==> config.mk <==
export PLATFORM = sky130hd
export DESIGN_NAME = seg_scan_disp
export DESIGN_NICKNAME = d
export VERILOG_FILES = /design/src/rtl/seg_scan_disp.sv
export SDC_FILE = /design/constraint.sdc
export NUM_CORES = 1
export LEC_CHECK = 0
export ABC_AREA = 1
export CORE_UTILIZATION = 50
export DETAILED_ROUTE_END_ITERATION = 8
export GPL_TIMING_DRIVEN = 0
export PLACE_DENSITY_LB_ADDON = 0.05
export SLEW_MARGIN = 10
export SYNTH_ARGS = -nofsm -noshare
export SYNTH_HDL_FRONTEND = slang
export SYNTH_SLANG_ARGS = --single-unit
==> constraint.sdc <==
create_clock -name clka -period 1.7 [get_ports clka]
set_clock_uncertainty 0.15 [all_clocks]
set_input_delay 0.17 -clock clka [delete_from_list [all_inputs] [get_ports clka]]
set_output_delay 0.17 -clock clka [all_outputs]
set_load 0.005 [all_outputs]
==> src/rtl/seg_scan_disp.sv <==
// Hex display stage: captures a 32-bit result and flags by ld/ack, then scans 8 hex digits on an active-low
// multiplexed 7-segment display. Optional leading-zero blanking is enabled by defining SEG_LZB_EN.
module seg_scan_disp #(
  parameter int SCAN_DIV = 50000,
  parameter int CNT_W    = 16
) (
  input  logic        clka,
  input  logic        rsta,
  input  logic        ld,
  input  logic [31:0] dina,
  input  logic        ofa,
  input  logic        zfa,
  output logic        ack,
  output logic [7:0]  an,
  output logic [7:0]  seg,
  output logic [1:0]  led
);

  localparam logic [CNT_W-1:0] PRE_MAX = CNT_W'(SCAN_DIV - 1);

  logic [CNT_W-1:0] pre;
  logic [2:0]       idx;
  logic             tick, frame;
  logic [31:0]      hold, disp;
  logic [1:0]       hflg, dflg;
  logic             pend;
  logic [3:0]       nib;
  logic             blank;
  logic [6:0]       seg_d;

  assign tick  = (pre == PRE_MAX);
  assign frame = tick && (idx == 3'd7);
  assign nib   = disp[{idx, 2'b00} +: 4];

`ifdef SEG_LZB_EN
  // Blank a digit when it and every higher nibble are zero; digit 0 always shows.
  assign blank = (idx != 3'd0) && ((disp >> {idx, 2'b00}) == 32'd0);
`else
  assign blank = 1'b0;
`endif

  function automatic logic [6:0] hex7(input logic [3:0] n);
    case (n)
      4'h0: hex7 = 7'h40;
      4'h1: hex7 = 7'h79;
      4'h2: hex7 = 7'h24;
      4'h3: hex7 = 7'h30;
      4'h4: hex7 = 7'h19;
      4'h5: hex7 = 7'h12;
      4'h6: hex7 = 7'h02;
      4'h7: hex7 = 7'h78;
      4'h8: hex7 = 7'h00;
      4'h9: hex7 = 7'h10;
      4'hA: hex7 = 7'h08;
      4'hB: hex7 = 7'h03;
      4'hC: hex7 = 7'h46;
      4'hD: hex7 = 7'h21;
      4'hE: hex7 = 7'h06;
      default: hex7 = 7'h0E;
    endcase
  endfunction

  assign seg_d = blank ? 7'h7F : hex7(nib);

  always_ff @(posedge clka) begin
    if (!rsta) begin
      pre  <= '0;
      idx  <= '0;
      hold <= '0;
      hflg <= '0;
      pend <= 1'b0;
      disp <= '0;
      dflg <= '0;
      ack  <= 1'b0;
      an   <= 8'hFF;
      seg  <= 8'hFF;
      led  <= 2'b00;
    end else begin
      pre <= tick ? '0 : pre + 1'b1;
      if (tick) idx <= idx + 3'd1;
      ack <= ld;
      if (ld) begin
        hold <= dina;
        hflg <= {ofa, zfa};
      end
      // A load coinciding with the frame keeps pend set: the new word waits for the next frame.
      if (ld)         pend <= 1'b1;
      else if (frame) pend <= 1'b0;
      if (frame && pend) begin
        disp <= hold;
        dflg <= hflg;
      end
      an  <= ~(8'b1 << idx);
      seg <= {~((idx == 3'd7) && dflg[1]), seg_d};
      led <= dflg;
    end
  end

endmodule
==> results.cfg, run 1 <==
[clock_tree]
cts_root_buf = clkbuf_8
cts_num_sinks = 107
cts_max_level = 3
cts_tree = built
clk_pin_slew_ns = 0.11
cts_hold_buffers = 0
clock_latency_ns = 0.38
numCtsBuffers = 9
cts.path.max_buffers = 2

[power_and_ir_drop]
p_per_area_nw_per_um2 = 681
total_power_mw = 4.47
p_leak_nw = 2.48
vdd_drop_max_uv = 490

[detailed_routing]
post-route-drc-count = 4
wl_per_cell_um = 14.9
wl_mm = 12.6
postRouteAntennaNets = 0
drt_pass1_iterations = 7
via_count = 4524
drt_first_iter_violations = 181
viasPerCell = 5.37

[setup_path]
endpoint_kind = flip-flop
reg2regPathDepth = 13
crit_slowest_cell = dfxtp_4
cp_max_fo = 5
critical_path_arrival_ns = 1.96
max_stage_delay_ns = 0.39
criticalPathCategory = reg -> reg
crit_top_cell = nand2_2
cp-start-kind = flip-flop
reg2reg_to = seg[5]
required_ns = 1.80
crit_chain = buf_6 -> buf_6 -> nand2_4 -> nand2_2 -> nand2_2 -> nand3_4 -> nand2_8 -> inv_8 -> ha_4 -> nand3_4 -> nand2_2 -> nand2_1 -> nand3_1
r2r_start = idx[0]
r2r_setup_slack_ns = -0.16

[die]
dieArea_um2 = 9610
coreArea_um2 = 8810
die_w_um = 98.0
die_y_um = 98.0
rows = 34
start_util_pct = 52.3
num_io_pins = 56

[timing]
worst_slack_ns = -0.159
finalCritPeriodShare_pct = 109
slew_viol_final = 0
finalHoldViolations = 0
setup_viol = 49
relSlewSlack_pct = 59.0
layout_min_cycle_time_ns = 1.86
finalHoldWorstSlack_ns = 0.109
max_slew.worst_pin.slew_ns = 0.615
fmax_mhz = 538
rsz0062_at_grt = yes

[hold_path]
hold_class = in -> reg
min_from = ld
worstHoldPathCells = 3
min_to = hflg[1]

[outcome]
failed_checks = design-rule violations, negative setup slack
status = finished, violations left

[finish]
area_delta_synth_final_pct = 42.4
mostFrequentLayoutCells = dfxtp_1, nor2_1, nand2_1
drive_gt1_share_pct = 29.6
stdcell_area_um2 = 6560
fin_nets = 779
antenna_cells = 0
final_util_pct = 74.5
fill_cells = 647
mostFrequentLayoutCell = dfxtp_1

[flow_run]
drv_cap = 0

[grt]
grt.overflow.total = 0
grt_use_total_pct = 25.1
grt_pass1_wl_mm = 19.6
grt_max_degree = 21
grt_pass1_vias = 4303
grt_antenna_before_repair = 0

[place]
dp_slack_ns = -0.354
globalplace.congestion = 0.847
dpl_cell_area_um2 = 5310
dpl.hpwl_mm = 7.66
io_buffers = 54

[synth]
syn_inst = 629
ys_seq_elements = 107
synth_area_per_cell_um2 = 7.33
syn-cell-area_um2 = 4610
synthesis.nets = 679
yosysWarnings = 0
synth.yosys.seq_area_share_pct = 46.5
ys_types = 26
-- power breakdown --
group	internal, mW	switching [mW]	leakage [nW]
sequential	2.58	0.0421	0.878
clock	0.574	0.964	0.100
combinational	0.158	0.153	1.50
total	3.31	1.16	2.48
-- critical path, delay by kind of cell, from the launching register on --
kind	cells	cell delay, ns
flip-flops	1	0.39
adder cells (fa/ha/maj)	1	0.17
AND/OR/NAND/NOR	9	0.70
buffers and inverters	3	0.32
-- logic make-up (layout without fill, tap and decap cells) --
group | count (synthesis) | after routing | synth area share, %
AND/OR/NAND/NOR | 328 | 329 | 31.6
buffers and inverters | 92 | 196 | 8.36
flip-flops | 107 | 107 | 46.5
AO/OA/AOI/OAI | 86 | 86 | 9.45
adder cells (fa/ha/maj) | 13 | 13 | 3.53
XOR/XNOR | 3 | 3 | 0.570
-- state kept, by name (all words and copies together), names as in the netlist --
name and flops:
ack 1, an 8, dflg 2, disp 32, hflg 2, hold 32
idx 3, led 2, pend 1, pre 16, seg 8
-- per-layer routing --
metal	vias up	track usage, %	part of all wire [%]
met2	144	43.2	50
met1	2091	30.7	43
met3	24	5.51	4.2
met5	-	0	0
met4	0	9.21	2.2
li1	2265	-	-
-- Yosys cell counts --
master | number | area share (%)
clkinv_1 | 2 | 0.16
clkbuf_1 | 22 | 1.8
nor2_4 | 2 | 0.49
buf_2 | 11 | 1.2
o21ai_1 | 1 | 0.11
o21ai_0 | 36 | 3.9
o21a_1 | 1 | 0.16
nand2_1 | 128 | 10
inv_2 | 1 | 0.081
nand3_2 | 2 | 0.43
nand4_1 | 38 | 5.2
a21oi_1 | 47 | 5.1
nor3_1 | 7 | 0.76
dfxtp_1 | 107 | 46
o211ai_1 | 1 | 0.16
ha_1 | 13 | 3.5
nand3_1 | 54 | 5.9
nor2_1 | 88 | 7.2
nand2_2 | 4 | 0.54
xor2_1 | 3 | 0.57
or2_2 | 3 | 0.41
buf_4 | 1 | 0.16
inv_1 | 52 | 4.2
buf_6 | 3 | 0.73
nor3_2 | 1 | 0.22
nor3b_1 | 1 | 0.16
-- repair_timing --
item	CTS	global route
pin swaps	36	42
setup buffers	11	16
setup endpoints to repair	62	88
gates resized for setup	100	114
cloned	7	2
-- layout make-up --
| type | count | area (um2) | share of cell area, % |
|---|---|---|---|
| clock buffer | 9 | 124 | 1.89 |
| multi-input combinational | 431 | 2740 | 41.7 |
| timing repair buffer | 88 | 855 | 13.0 |
| buffer | 37 | 258 | 3.93 |
| clock inverter | 7 | 70.1 | 1.07 |
| sequential | 107 | 2150 | 32.8 |
| inverter | 55 | 229 | 3.49 |
| tap | 108 | 135 | 2.06 |
-- worst max path at each step --
| stage | startpoint | to | cells after the start |
|---|---|---|---|
| floorplan | idx[1] | disp[22] | 6 |
| global placement | rsta | led[0] | 5 |
| detailed placement | idx[1] | disp[5] | 6 |
| CTS | idx[0] | seg[6] | 13 |
| global route | idx[0] | seg[5] | 13 |
| finish | idx[0] | seg[5] | 13 |
-- through the flow --
step,setup TNS (ns),cells
floorplan,-0.485,629
global placement,-22.53,791
detailed placement,-24.99,791
CTS,-1.51,825
global route,-6.88,842
finish,-2.85,842
Note: power is estimated with default switching activity, not from simulation.
==> run 2, diff against run 1 <==
CELL_PAD_IN_SITES_DETAIL_PLACEMENT = 2   (was not set)
CELL_PAD_IN_SITES_GLOBAL_PLACEMENT = 2   (was not set)
CORE_MARGIN = 5   (was not set)
CORE_UTILIZATION = 28   (was 50)
==> results.cfg, run 2 (synthesized netlist as in run 1, its figures left out) <==
[outcome]
status = finished, violations left
failed_checks = negative setup slack

[grt]
grt_pass1_vias = 4927
grt.overflow.total = 0
grt_max_degree = 16
grt_pass1_wl_mm = 25.5
grt_use_total_pct = 16.4
grt_antenna_before_repair = 0

[hold_path]
min_to = hflg[0]
min_from = ld
hold_class = in -> reg
worstHoldPathCells = 3

[power_and_ir_drop]
p_int_mw = 3.82
p_comb_share_pct = 6.7
p_switching_mw = 1.17
vdd_drop_max_uv = 470
clock_power_share_pct = 40.6
p_per_area_nw_per_um2 = 733
total_power_mw = 4.99
sw_frac_of_total_pct = 23.4
seq_power_share_pct = 52.7
p_leak_nw = 2.51

[die]
start_util_pct = 28.2
rows = 47
dieArea_um2 = 19100
die_y_um = 138
num_io_pins = 56
coreArea_um2 = 16300
die_w_um = 138

[timing]
slew_viol_final = 0
worst_slack_ns = -0.172
max_slew.worst_pin.slew_ns = 0.724
setup_viol = 43
fmax_mhz = 534
relSlewSlack_pct = 51.7
layout_min_cycle_time_ns = 1.87
rsz0062_at_grt = yes
finalCritPeriodShare_pct = 110
finalHoldViolations = 0

[place]
io_buffers = 54
dpl.hpwl_mm = 11.2
globalplace.congestion = 0.768

[finish]
antenna_cells = 0
drive_gt1_share_pct = 27.1
mostFrequentLayoutCells = dfxtp_1, nor2_1, nand2_1
reg_top3 = disp x32, hold x32, pre x16
mostFrequentLayoutCell = dfxtp_1
fin_nets = 772
area_delta_synth_final_pct = 47.6
final_util_pct = 41.6

[flow_run]
drv_cap = 0

[setup_path]
required_ns = 1.77
reg2reg_to = disp[14]
r2r_setup_slack_ns = -0.17
r2r_start = pre[0]
criticalPathCategory = reg -> reg
cp_max_fo = 5
cp-start-kind = flip-flop
critical_path_arrival_ns = 1.95
reg2regPathDepth = 10
endpoint_kind = flip-flop

[detailed_routing]
viasPerCell = 4.84
wl_mm = 16.5
post-route-drc-count = 0
postRouteAntennaNets = 0
wl_per_cell_um = 17.4
drt_pass1_iterations = 4
drt_first_iter_violations = 135
via_count = 4584

[clock_tree]
clk_pin_slew_ns = 0.07
numCtsBuffers = 9
cts_root_buf = clkbuf_16
cts_tree = built
cts_hold_buffers = 0
clock_latency_ns = 0.36
cts_num_sinks = 107
cts_max_level = 3
cts.path.max_buffers = 2
[run 2: cell types whose count changed in the layout (fill, tap and decap cells not counted), moves of 12 or more]
| cell | before | now |
|---|---|---|
| a21oi_1 | 33 | 21 |
| a21oi_2 | 14 | 26 |
| buf_6 | 20 | 8 |
| nand2_1 | 70 | 82 |
| nand2_2 | 46 | 26 |
| nand3_1 | 19 | 35 |
| nand3_2 | 29 | 11 |
[run 2: worst max-delay path, stage by stage, from the launching register on]
cell	delay (ns)
dfxtp_2	0.36
ha_4	0.16
nand2_4	0.07
nor2_4	0.11
nand3_2	0.10
nor2_4	0.14
buf_12	0.14
nand3_4	0.15
buf_6	0.22
nand2_2	0.08
a21oi_2	0.06
[run 2: layout make-up]
| type | count | area (um2) |
|---|---|---|
| inverter | 55 | 225 |
| fill | 1841 | 9540 |
| sequential | 107 | 2150 |
| clock buffer | 15 | 268 |
| timing repair buffer | 82 | 847 |
| buffer | 36 | 307 |
| clock inverter | 1 | 7.51 |
| tap | 220 | 275 |
| multi-input combinational | 431 | 2720 |
[run 2: worst max path at each step]
stage                start  slack [ns]  cells after the start  endpoint
CTS                 idx[0]       -0.17                     13    seg[6]
global placement      rsta       -0.46                      4     an[2]
global route        pre[0]       -0.25                     10  disp[17]
finish              pre[0]       -0.17                     10  disp[14]
detailed placement  idx[1]       -0.55                      6  disp[21]
floorplan           idx[1]       -0.02                      6  disp[22]
[run 2: power groups by stage]
stage,clock network [mW],logic (mW),registers [mW]
after floorplan,0,0.138,2.66
after global placement,0,0.293,2.68
after detailed placement,0,0.303,2.68
after CTS,2.09,0.318,2.62
after global routing,2.19,0.377,2.63
final,2.03,0.334,2.63
[run 2: layer usage]
metal / GRT usage (%) / part of all wire (%) / wire length [um]
met1: 19.8 / 43 / 7020
met2: 29.5 / 54 / 8920
met3: 3.66 / 2.1 / 350
met4: 4.06 / 1.2 / 191
met5: 0 / 0 / 0
[run 2: per-stage QoR]
stage / setup slack [ns] / hold WS, ns / std cells / cell area, um2 / setup TNS, ns
after global placement: -0.464 / 0.271 / 903 / 5450 / -35.23
after detailed placement: -0.550 / 0.269 / 903 / 5450 / -39.52
after CTS: -0.167 / 0.239 / 936 / 6220 / -6.27
after floorplan: -0.0211 / 0.155 / 629 / 4630 / -0.485
final: -0.172 / 0.241 / 947 / 6800 / -5.28
after global routing: -0.250 / 0.255 / 947 / 6800 / -9.46
[run 2: what timing repair did]
action / 4_1_cts / 5_1_grt
cloned: 5 / 3
resized for setup: 98 / 131
endpoints found under the setup margin: 92 / 102
setup buffers: 12 / 9
pin swaps: 25 / 33
